`src/rtl/irq_ctrl_pkg.sv`:
```
// Shared cause codes, FSM encodings and priority helpers for the machine interrupt controller.
package irq_ctrl_pkg;

    typedef logic [3:0] cause_t;
    typedef logic [2:0] irq_vec_t;

    localparam cause_t CAUSE_NONE = 4'd0;
    localparam cause_t CAUSE_MSI  = 4'd3;
    localparam cause_t CAUSE_MTI  = 4'd7;
    localparam cause_t CAUSE_MEI  = 4'd11;

    localparam int MSI_BIT = 0;
    localparam int MTI_BIT = 1;
    localparam int MEI_BIT = 2;

    localparam logic [1:0] IRQ_IDLE    = 2'd0;
    localparam logic [1:0] IRQ_REQ     = 2'd1;
    localparam logic [1:0] IRQ_SERVICE = 2'd2;

    // Fixed machine-level priority: external, then software, then timer.
    function automatic cause_t prio_cause(input irq_vec_t v);
        if (v[MEI_BIT])      return CAUSE_MEI;
        else if (v[MSI_BIT]) return CAUSE_MSI;
        else if (v[MTI_BIT]) return CAUSE_MTI;
        else                 return CAUSE_NONE;
    endfunction

    function automatic irq_vec_t cause_mask(input cause_t c);
        case (c)
            CAUSE_MEI: return 3'b100;
            CAUSE_MTI: return 3'b010;
            CAUSE_MSI: return 3'b001;
            default:   return 3'b000;
        endcase
    endfunction

endpackage

```
`src/rtl/irq_ctrl_if.sv`:
```
// Controller-to-pipeline trap interface: request/cause/mip out, ack/mret back.
interface irq_ctrl_if;
    import irq_ctrl_pkg::*;

    logic     irq_req;
    cause_t   irq_cause;
    irq_vec_t mip;
    logic     irq_ack;
    logic     mret;

    modport master (output irq_req, output irq_cause, output mip,
                    input  irq_ack, input  mret);
    modport slave  (input  irq_req, input  irq_cause, input  mip,
                    output irq_ack, output mret);
endinterface

```
`src/rtl/irq_ctrl_sync.sv`:
```
// N-flop synchronizer with synchronous reset to 0; output lags input by N cycles.
module irq_sync #(
    parameter int N = 2
) (
    input  logic clk,
    input  logic reset,
    input  logic d_i,
    output logic q_o
);
    logic [N-1:0] sync_q;

    always_ff @(posedge clk) begin
        if (reset) sync_q <= '0;
        else       sync_q <= {sync_q[N-2:0], d_i};
    end

    assign q_o = sync_q[N-1];
endmodule

```
`src/rtl/irq_ctrl.sv`:
```
// Machine interrupt controller: registered MIP, masking, fixed priority, one held request.
// Source to irq_req is 2 cycles (pad adds EXT_SYNC); request held until ack, no nesting until mret.
module irq_ctrl
    import irq_ctrl_pkg::*;
#(
    parameter int EXT_SYNC = 2,
    parameter int EXT_EDGE = 0
) (
    input  logic          clk,
    input  logic          reset,
    input  logic          timer_irq,
    input  logic          sw_irq,
    input  logic          ex_irq,
    input  logic          ext_irq_pin,
    input  logic          mstatus_mie,
    input  logic [2:0]    mie,
    irq_ctrl_if.master    bus
);
    logic       pin_s;
    logic       ext_s;
    logic       meip_d;
    irq_vec_t   mip_q, mip_d;
    irq_vec_t   elig;
    cause_t     win;
    logic [1:0] state_q, state_d;
    logic       req_q, req_d;
    cause_t     cause_q, cause_d;
    logic       ack_take;
    logic       frozen_ok;

    irq_sync #(.N(EXT_SYNC)) u_sync (
        .clk   (clk),
        .reset (reset),
        .d_i   (ext_irq_pin),
        .q_o   (pin_s)
    );

    assign ext_s    = ex_irq | pin_s;
    assign ack_take = bus.irq_ack && (state_q == IRQ_REQ);

    generate
        if (EXT_EDGE != 0) begin : g_edge
            logic ext_d_q;
            logic rise;

            always_ff @(posedge clk) begin
                if (reset) ext_d_q <= 1'b0;
                else       ext_d_q <= ext_s;
            end

            // A new edge in the same cycle as the clearing ack must not be lost.
            assign rise   = ext_s & ~ext_d_q;
            assign meip_d = rise | (mip_q[MEI_BIT] & ~(ack_take && (cause_q == CAUSE_MEI)));
        end else begin : g_level
            assign meip_d = ext_s;
        end
    endgenerate

    assign mip_d     = {meip_d, timer_irq, sw_irq};
    assign elig      = mip_q & mie & {3{mstatus_mie}};
    assign win       = prio_cause(elig);
    assign frozen_ok = |(elig & cause_mask(cause_q));

    always_comb begin
        state_d = state_q;
        req_d   = 1'b0;
        cause_d = cause_q;
        case (state_q)
            IRQ_IDLE: begin
                if (|elig) begin
                    state_d = IRQ_REQ;
                    req_d   = 1'b1;
                    cause_d = win;
                end
            end
            IRQ_REQ: begin
                if (bus.irq_ack) begin
                    state_d = IRQ_SERVICE;
                end else if (!frozen_ok) begin
                    state_d = IRQ_IDLE;
                end else begin
                    req_d = 1'b1;
                end
            end
            IRQ_SERVICE: begin
                // A source still pending at mret is presented on the very next cycle.
                if (bus.mret) begin
                    if (|elig) begin
                        state_d = IRQ_REQ;
                        req_d   = 1'b1;
                        cause_d = win;
                    end else begin
                        state_d = IRQ_IDLE;
                    end
                end
            end
            default: state_d = IRQ_IDLE;
        endcase
    end

    always_ff @(posedge clk) begin
        if (reset) begin
            mip_q   <= '0;
            state_q <= IRQ_IDLE;
            req_q   <= 1'b0;
            cause_q <= CAUSE_NONE;
        end else begin
            mip_q   <= mip_d;
            state_q <= state_d;
            req_q   <= req_d;
            cause_q <= cause_d;
        end
    end

    assign bus.irq_req   = req_q;
    assign bus.irq_cause = cause_q;
    assign bus.mip       = mip_q;
endmodule

```
`src/flat_wrapper.sv`:
```
// flat-port wrapper written by rule: the top's interface ports become plain ports
module irq_ctrl_flat import irq_ctrl_pkg::*;
#(
    parameter int EXT_SYNC = 2,
    parameter int EXT_EDGE = 0
)
  (clk, reset, timer_irq, sw_irq, ex_irq, ext_irq_pin, mstatus_mie, mie, bus_irq_req, bus_irq_cause, bus_mip, bus_irq_ack, bus_mret);
  irq_ctrl_if bus_i ();
  input  logic clk;
  input  logic reset;
  input  logic timer_irq;
  input  logic sw_irq;
  input  logic ex_irq;
  input  logic ext_irq_pin;
  input  logic mstatus_mie;
  input  logic [2:0] mie;
  output wire logic [$bits(bus_i.irq_req)-1:0] bus_irq_req;
  output wire logic [$bits(bus_i.irq_cause)-1:0] bus_irq_cause;
  output wire logic [$bits(bus_i.mip)-1:0] bus_mip;
  input wire logic [$bits(bus_i.irq_ack)-1:0] bus_irq_ack;
  input wire logic [$bits(bus_i.mret)-1:0] bus_mret;
  assign bus_irq_req = bus_i.irq_req;
  assign bus_irq_cause = bus_i.irq_cause;
  assign bus_mip = bus_i.mip;
  assign bus_i.irq_ack = bus_irq_ack;
  assign bus_i.mret = bus_mret;
  irq_ctrl #(.EXT_SYNC(EXT_SYNC), .EXT_EDGE(EXT_EDGE)) u_core (.clk(clk), .reset(reset), .timer_irq(timer_irq), .sw_irq(sw_irq), .ex_irq(ex_irq), .ext_irq_pin(ext_irq_pin), .mstatus_mie(mstatus_mie), .mie(mie), .bus(bus_i));
endmodule
```
`config.mk`:
```
export PLATFORM = sky130hd
export DESIGN_NAME = irq_ctrl_flat
export DESIGN_NICKNAME = d
export VERILOG_FILES = /design/src/rtl/irq_ctrl_pkg.sv /design/src/rtl/irq_ctrl_if.sv /design/src/rtl/irq_ctrl_sync.sv /design/src/rtl/irq_ctrl.sv /design/src/flat_wrapper.sv
export SDC_FILE = /design/constraint.sdc
export NUM_CORES = 1
export LEC_CHECK = 0
export CAP_MARGIN = 20
export CORE_AREA = 2 2 39 41
export DETAILED_ROUTE_END_ITERATION = 16
export DIE_AREA = 0 0 41 43
export PLACE_DENSITY = 0.66
export SYNTH_ARGS = -nofsm -noshare
export SYNTH_HDL_FRONTEND = slang
export SYNTH_HIERARCHICAL = 1
export SYNTH_SLANG_ARGS = --single-unit
```
`constraint.sdc`:
```
create_clock -name clk -period 1.4 [get_ports clk]
set_input_delay 0.28 -clock clk [delete_from_list [all_inputs] [get_ports clk]]
set_output_delay 0.28 -clock clk [all_outputs]
set_load 0.005 [all_outputs]
```
# Word-level counts from Yosys, hierarchy flattened
# Cells that the tools add are included.
[totals]
elab_cells = 41
output_inout_bits = 8
inputBits = 12
ff_bits = 12
[op_classes]
mux = 18
n_reduce_logical = 6
n_eq_ne = 8
bitwise_logic = 4
[op_table]
columns = ["cell", "count"]
rows = [
  ["4-bit two-way mux", 4],
  ["3-bit AND", 3],
  ["3-bit case mux with 3 select lines", 1],
  ["2-bit two-way mux", 4],
  ["4-bit case mux with 2 select lines", 1],
  ["2-bit case mux with 3 select lines", 1],
  ["3-bit OR reduction", 2],
  ["1-bit two-way mux", 5],
  ["4-bit by 2-bit equality test with 1-bit output (second input constant)", 1],
  ["4-bit by 3-bit equality test with 1-bit output (second input constant)", 1],
  ["4-bit equality test (second input constant)", 1],
  ["3-bit two-way mux", 1],
  ["3-bit != test (second input constant)", 1],
  ["1-bit case mux with 3 select lines", 1],
  ["3-bit AND reduction", 1],
  ["2-bit by 1-bit equality test with 1-bit output (second input constant)", 1],
  ["2-bit equality test (second input constant)", 1],
  ["2-bit zero test", 1],
  ["2-bit by 1-bit != test with 1-bit output (second input constant)", 1],
  ["2-bit != test (second input constant)", 1],
  ["2-bit AND reduction", 1],
  ["2-bit nonzero test", 1],
  ["1-bit OR", 1],
]

# Depth between registers and ports, before layout
[depth]
ltp_word = 8
depth_mapped = 4
depth_no_buf = 4

# Hierarchy
# The synthesis kept the hierarchy.
[by_module_without_submodules]
columns = ["mod", "area_per_inst_um2", "instances", "cells_each", "seq_area_each_um2"]
rows = [
  ["irq_ctrl", 389.1, 1, 43, 180.2],
  ["irq_sync", 52.6, 1, 4, 40.0],
]

# Worst setup path after synthesis
# OpenSTA, ideal clock, no wires.
[synth_timing]
path_kind = "register to register"
start = "register u_core.mip_q[2] (netlist: u_core/bus.mip[2])"
end = "register u_core.cause_q[3] (netlist: u_core/bus.irq_cause[3])"
setup_ns = 0.116
t_arrival_ns = 0.986
period_less_slack_ns = 1.102
stages_incl_launch_ff = 5
path_slack_ns = 0.298
n_path_buf = 0
required_time_ns = 1.284
path_cell_list = "dfxtp_1 nand2_1 a21boi_1 o21ai_0 a31o_2"
[synth_via]
elab_chain_len = 6
word_cells_on_any_way = 7
classes_between = "mux (4); bitwise (2); reduce/logical (1)"
[synth_rtl]
columns = ["item", "line_no", "text"]
rows = [
  ["start: declaration", "irq_ctrl.sv:22", "irq_vec_t mip_q, mip_d;"],
  ["start signal: assignment", "irq_ctrl.sv:108", "mip_q <= mip_d;"],
  ["3-bit AND * (2 in a row)", "irq_ctrl.sv:60", "assign elig = mip_q & mie & {3{mstatus_mie}};"],
  ["3-bit OR reduction / 4-bit two-way mux (equally long branches)", "irq_ctrl.sv:70, irq_ctrl.sv:88, irq_ctrl_pkg.sv:22", ""],
  ["4-bit two-way mux *", "irq_ctrl.sv:70, irq_ctrl.sv:88", ""],
  ["4-bit two-way mux", "irq_ctrl.sv:87", "if (bus.mret) begin"],
  ["4-bit case mux with 2 select lines *", "irq_ctrl.sv:68", "case (state_q)"],
  ["end signal: assignment", "irq_ctrl.sv:111", "cause_q <= cause_d;"],
  ["end: declaration", "irq_ctrl.sv:27", "cause_t cause_q, cause_d;"],
]
# Mark *: on every way between the ends. The rest lies on a longest branch, timed or not. The select of a mux whose other input is x is not followed.
# A chain may end at the register's enable or synchronous reset.

==> results.py <==
metrics = {
    "critical_path": {
        "crit_arrival_ns": 1.08,
        "regToRegStartpoint": "u_core/state_q[1]$_SDFFE_PP0P_",
        "crit_buf_inv": 1,
        "cpMaxStageDelayCell": "clkdlybuf4s50_1",
        "start_kind": "flop",
        "cp_cell_sequence": "clkdlybuf4s50_1",
        "cp_num_cells": 1,
        "r2r_cells": 4,
        "cp-endpoint": "bus_irq_cause[0]",
        "slowest_delay_ns": 0.49,
        "crit_start": "u_core/bus.irq_cause[1]$_SDFFE_PP0P_",
        "worstPathMaxFanout": 3,
        "worstSetupPathType": "reg2out",
        "r2r_slack_ns": 0.19,
        "crit_family": "buffers and inverters",
        "crit_required_ns": 1.12,
        "endpoint_kind": "output pin",
        "r2r-end": "u_core/bus.irq_cause[3]$_SDFFE_PP0P_",
    },
    "pwr": {
        "clockPowerShare": 0.327,
        "finalPower_mw": 0.6506,
        "p_switching_mw": 0.1443,
        "ir_drop_mv": 0.5303,
        "combPwrFrac": 0.158,
        "leakagePower_nw": 0.3386,
        "p_sw_frac": 0.2218,
        "power.density_mw_per_mm2": 881.3,
        "internal_power_mw": 0.5063,
        "pwr-share-seq": 0.516,
    },
    "synthesis": {
        "syn-cell-area_um2": 441.7,
        "synthArstFlopShare": 0,
        "synth_enable_flop_cells": 0,
        "synthFlopType": "dfxtp_1",
        "ys_warn_count": 6,
        "avgSynthCellArea_um2": 9.397,
        "netlist_instances": 47,
        "synth_nets": 59,
        "synth-seq-cells": 11,
        "ys_types": 21,
        "yosysSeqAreaShare": 0.4986,
    },
    "global_route": {
        "grt_max_degree": 8,
        "met2_usage": 0.2063,
        "grt_pass1_wl_um": 1656,
        "grtUsageMet1": 0.1803,
        "grt_busiest_layer": "met2",
        "grt_pass1_vias": 418,
        "overflow": 0,
        "antenna_found_initial": 0,
        "grtUsageTotal": 0.1404,
        "gr-usage-met3": 0.03141,
    },
    "clock_tree": {
        "root_buffer": "clkbuf_4",
        "cts_hold_buf": 0,
        "cts-buffers-inserted": 3,
        "h-tree-depth": 1,
        "clock-sinks": 11,
        "tritoncts": "built",
        "cts_max_path_buffers": 2,
        "clock_latency_ns": 0.26,
        "cts.clk_slew.worst_paths_ns": 0.07,
    },
    "route": {
        "ant_nets": 0,
        "routed_wl_um": 1030,
        "wl_per_cell_um": 11.44,
        "first_iter_violations": 9,
        "viasPerCell": 4.889,
        "vias": 440,
        "firstDrtPassIters": 4,
        "drc": 0,
    },
    "sta": {
        "fmax_mhz": 735.0,
        "setup_viol_count_final": 0,
        "relSlewSlack": 0.8014,
        "period_minus_slack_ns": 1.361,
        "hold_viol_final": 0,
        "finalSetupTns_ns": 0,
        "skew_ns": 0.001747,
        "timing_worst_slew_pin_value_ns": 0.2946,
        "finalWorstSetupSlack_ns": 0.03948,
        "period_share": 0.9718,
        "whs_ns": 0.4393,
        "slew_violations": 0,
    },
    "floorplanning": {
        "core-area_mm2": 0.001384,
        "dieArea_mm2": 0.001763,
        "rows": 14,
        "start_util": 0.3192,
        "boundaryPins": 20,
        "chipHeight_um": 43,
        "fp.dieW_um": 41,
    },
    "final_layout": {
        "n_antenna_cell": 0,
        "nets": 87,
        "synthToLayoutAreaGrowth_pct": 67.14,
        "final_area_um2": 738.2,
        "final_common_cell": "clkdlybuf4s50_1",
        "fin_util": 0.5335,
        "finalNonFillerCells": 90,
        "drive_above_1_share": 0.2703,
        "mostFrequentLayoutCells": "clkdlybuf4s50_1 (14), dfxtp_1 (6), buf_4 (6), dfxtp_2 (5)",
    },
    "worst_hold_path": {
        "hold_start": "u_core/u_sync/sync_q[0]$_SDFF_PP0_",
        "hp-class": "reg2reg",
    },
    "placement": {
        "dp_hpwl_um": 731.8,
        "port_buffers": 19,
        "pre_cts_slack_ns": -0.2249,
        "place_area_um2": 678.2,
        "gp_congestion": 0.7901,
        "dpl.cell_count": 85,
    },
    "outcome": {
        "status": "finished, final reports clean",
    },
    "run": {
        "cap_violations": 0,
    },
}
==> power groups by stage <==
stage / sequential, mW / clock [mW] / combinational [mW]
after global placement: 0.342 / 0 / 0.0972
after global routing: 0.337 / 0.237 / 0.112
after CTS: 0.335 / 0.221 / 0.102
final: 0.336 / 0.213 / 0.102
after floorplan: 0.342 / 0 / 0.0304
after detailed placement: 0.342 / 0 / 0.0982
==> cell usage after synthesis, drive strengths merged (2+ instances only) <==
cell,instances,area share
dfxtp,11,0.50
a21oi,4,0.045
a311oi,2,0.040
o21ai,2,0.023
inv,3,0.025
nand2,4,0.034
nor2b,4,0.057
nand4b,2,0.040
nor2,3,0.025
==> state kept, by name, summed over array words and instances, names as in the netlist <==
register,cells
u_core/bus.irq_cause,3
u_core/bus.irq_req,1
u_core/bus.mip,3
u_core/state_q,2
u_core/u_sync/sync_q,2
==> worst min path at each step <==
| stage | endpoint | slack, ns | cells past startpoint |
|---|---|---|---|
| 2_1_floorplan | u_core/u_sync/sync_q[0]$_SDFF_PP0_ | 0.35 | 1 |
| 3_3_place_gp | u_core/u_sync/sync_q[1]$_SDFF_PP0_ | 0.42 | 1 |
| 3_5_place_dp | u_core/u_sync/sync_q[1]$_SDFF_PP0_ | 0.44 | 1 |
| 4_1_cts | u_core/u_sync/sync_q[1]$_SDFF_PP0_ | 0.45 | 1 |
| 5_1_grt | u_core/u_sync/sync_q[1]$_SDFF_PP0_ | 0.47 | 1 |
| 6_report | u_core/u_sync/sync_q[1]$_SDFF_PP0_ | 0.44 | 1 |
==> routing by layer <==
layer | routed length, um | vias up
li1 | - | 223
met1 | 458 | 200
met2 | 493 | 15
met3 | 72 | 2
met4 | 6 | 0
met5 | 0 | -
==> final cells by class <==
cell class | instances | area (um2)
Inverter | 3 | 11.26
Clock buffer | 4 | 26.28
Sequential cell | 11 | 226.5
Tap cell | 16 | 20.02
Fill cell | 132 | 645.6
Timing Repair Buffer | 25 | 244.0
Multi-Input combinational cell | 31 | 210.2
==> logic make-up after synthesis <==
| group | Yosys count | synth area share |
|---|---|---|
| AOI/OAI and AO/OA | 13 | 0.1983 |
| buffers and inverters | 5 | 0.05099 |
| DFF | 11 | 0.4986 |
| and+or+nand+nor | 18 | 0.2521 |
==> timing repair <==
action                                  4_1_cts  5_1_grt
gates resized for setup                       5        7
hold endpoints to repair                      0        0
endpoints found under the setup margin        5        9
setup buffers                                 1        0
No activity file was read; power rests on OpenSTA's default activity.
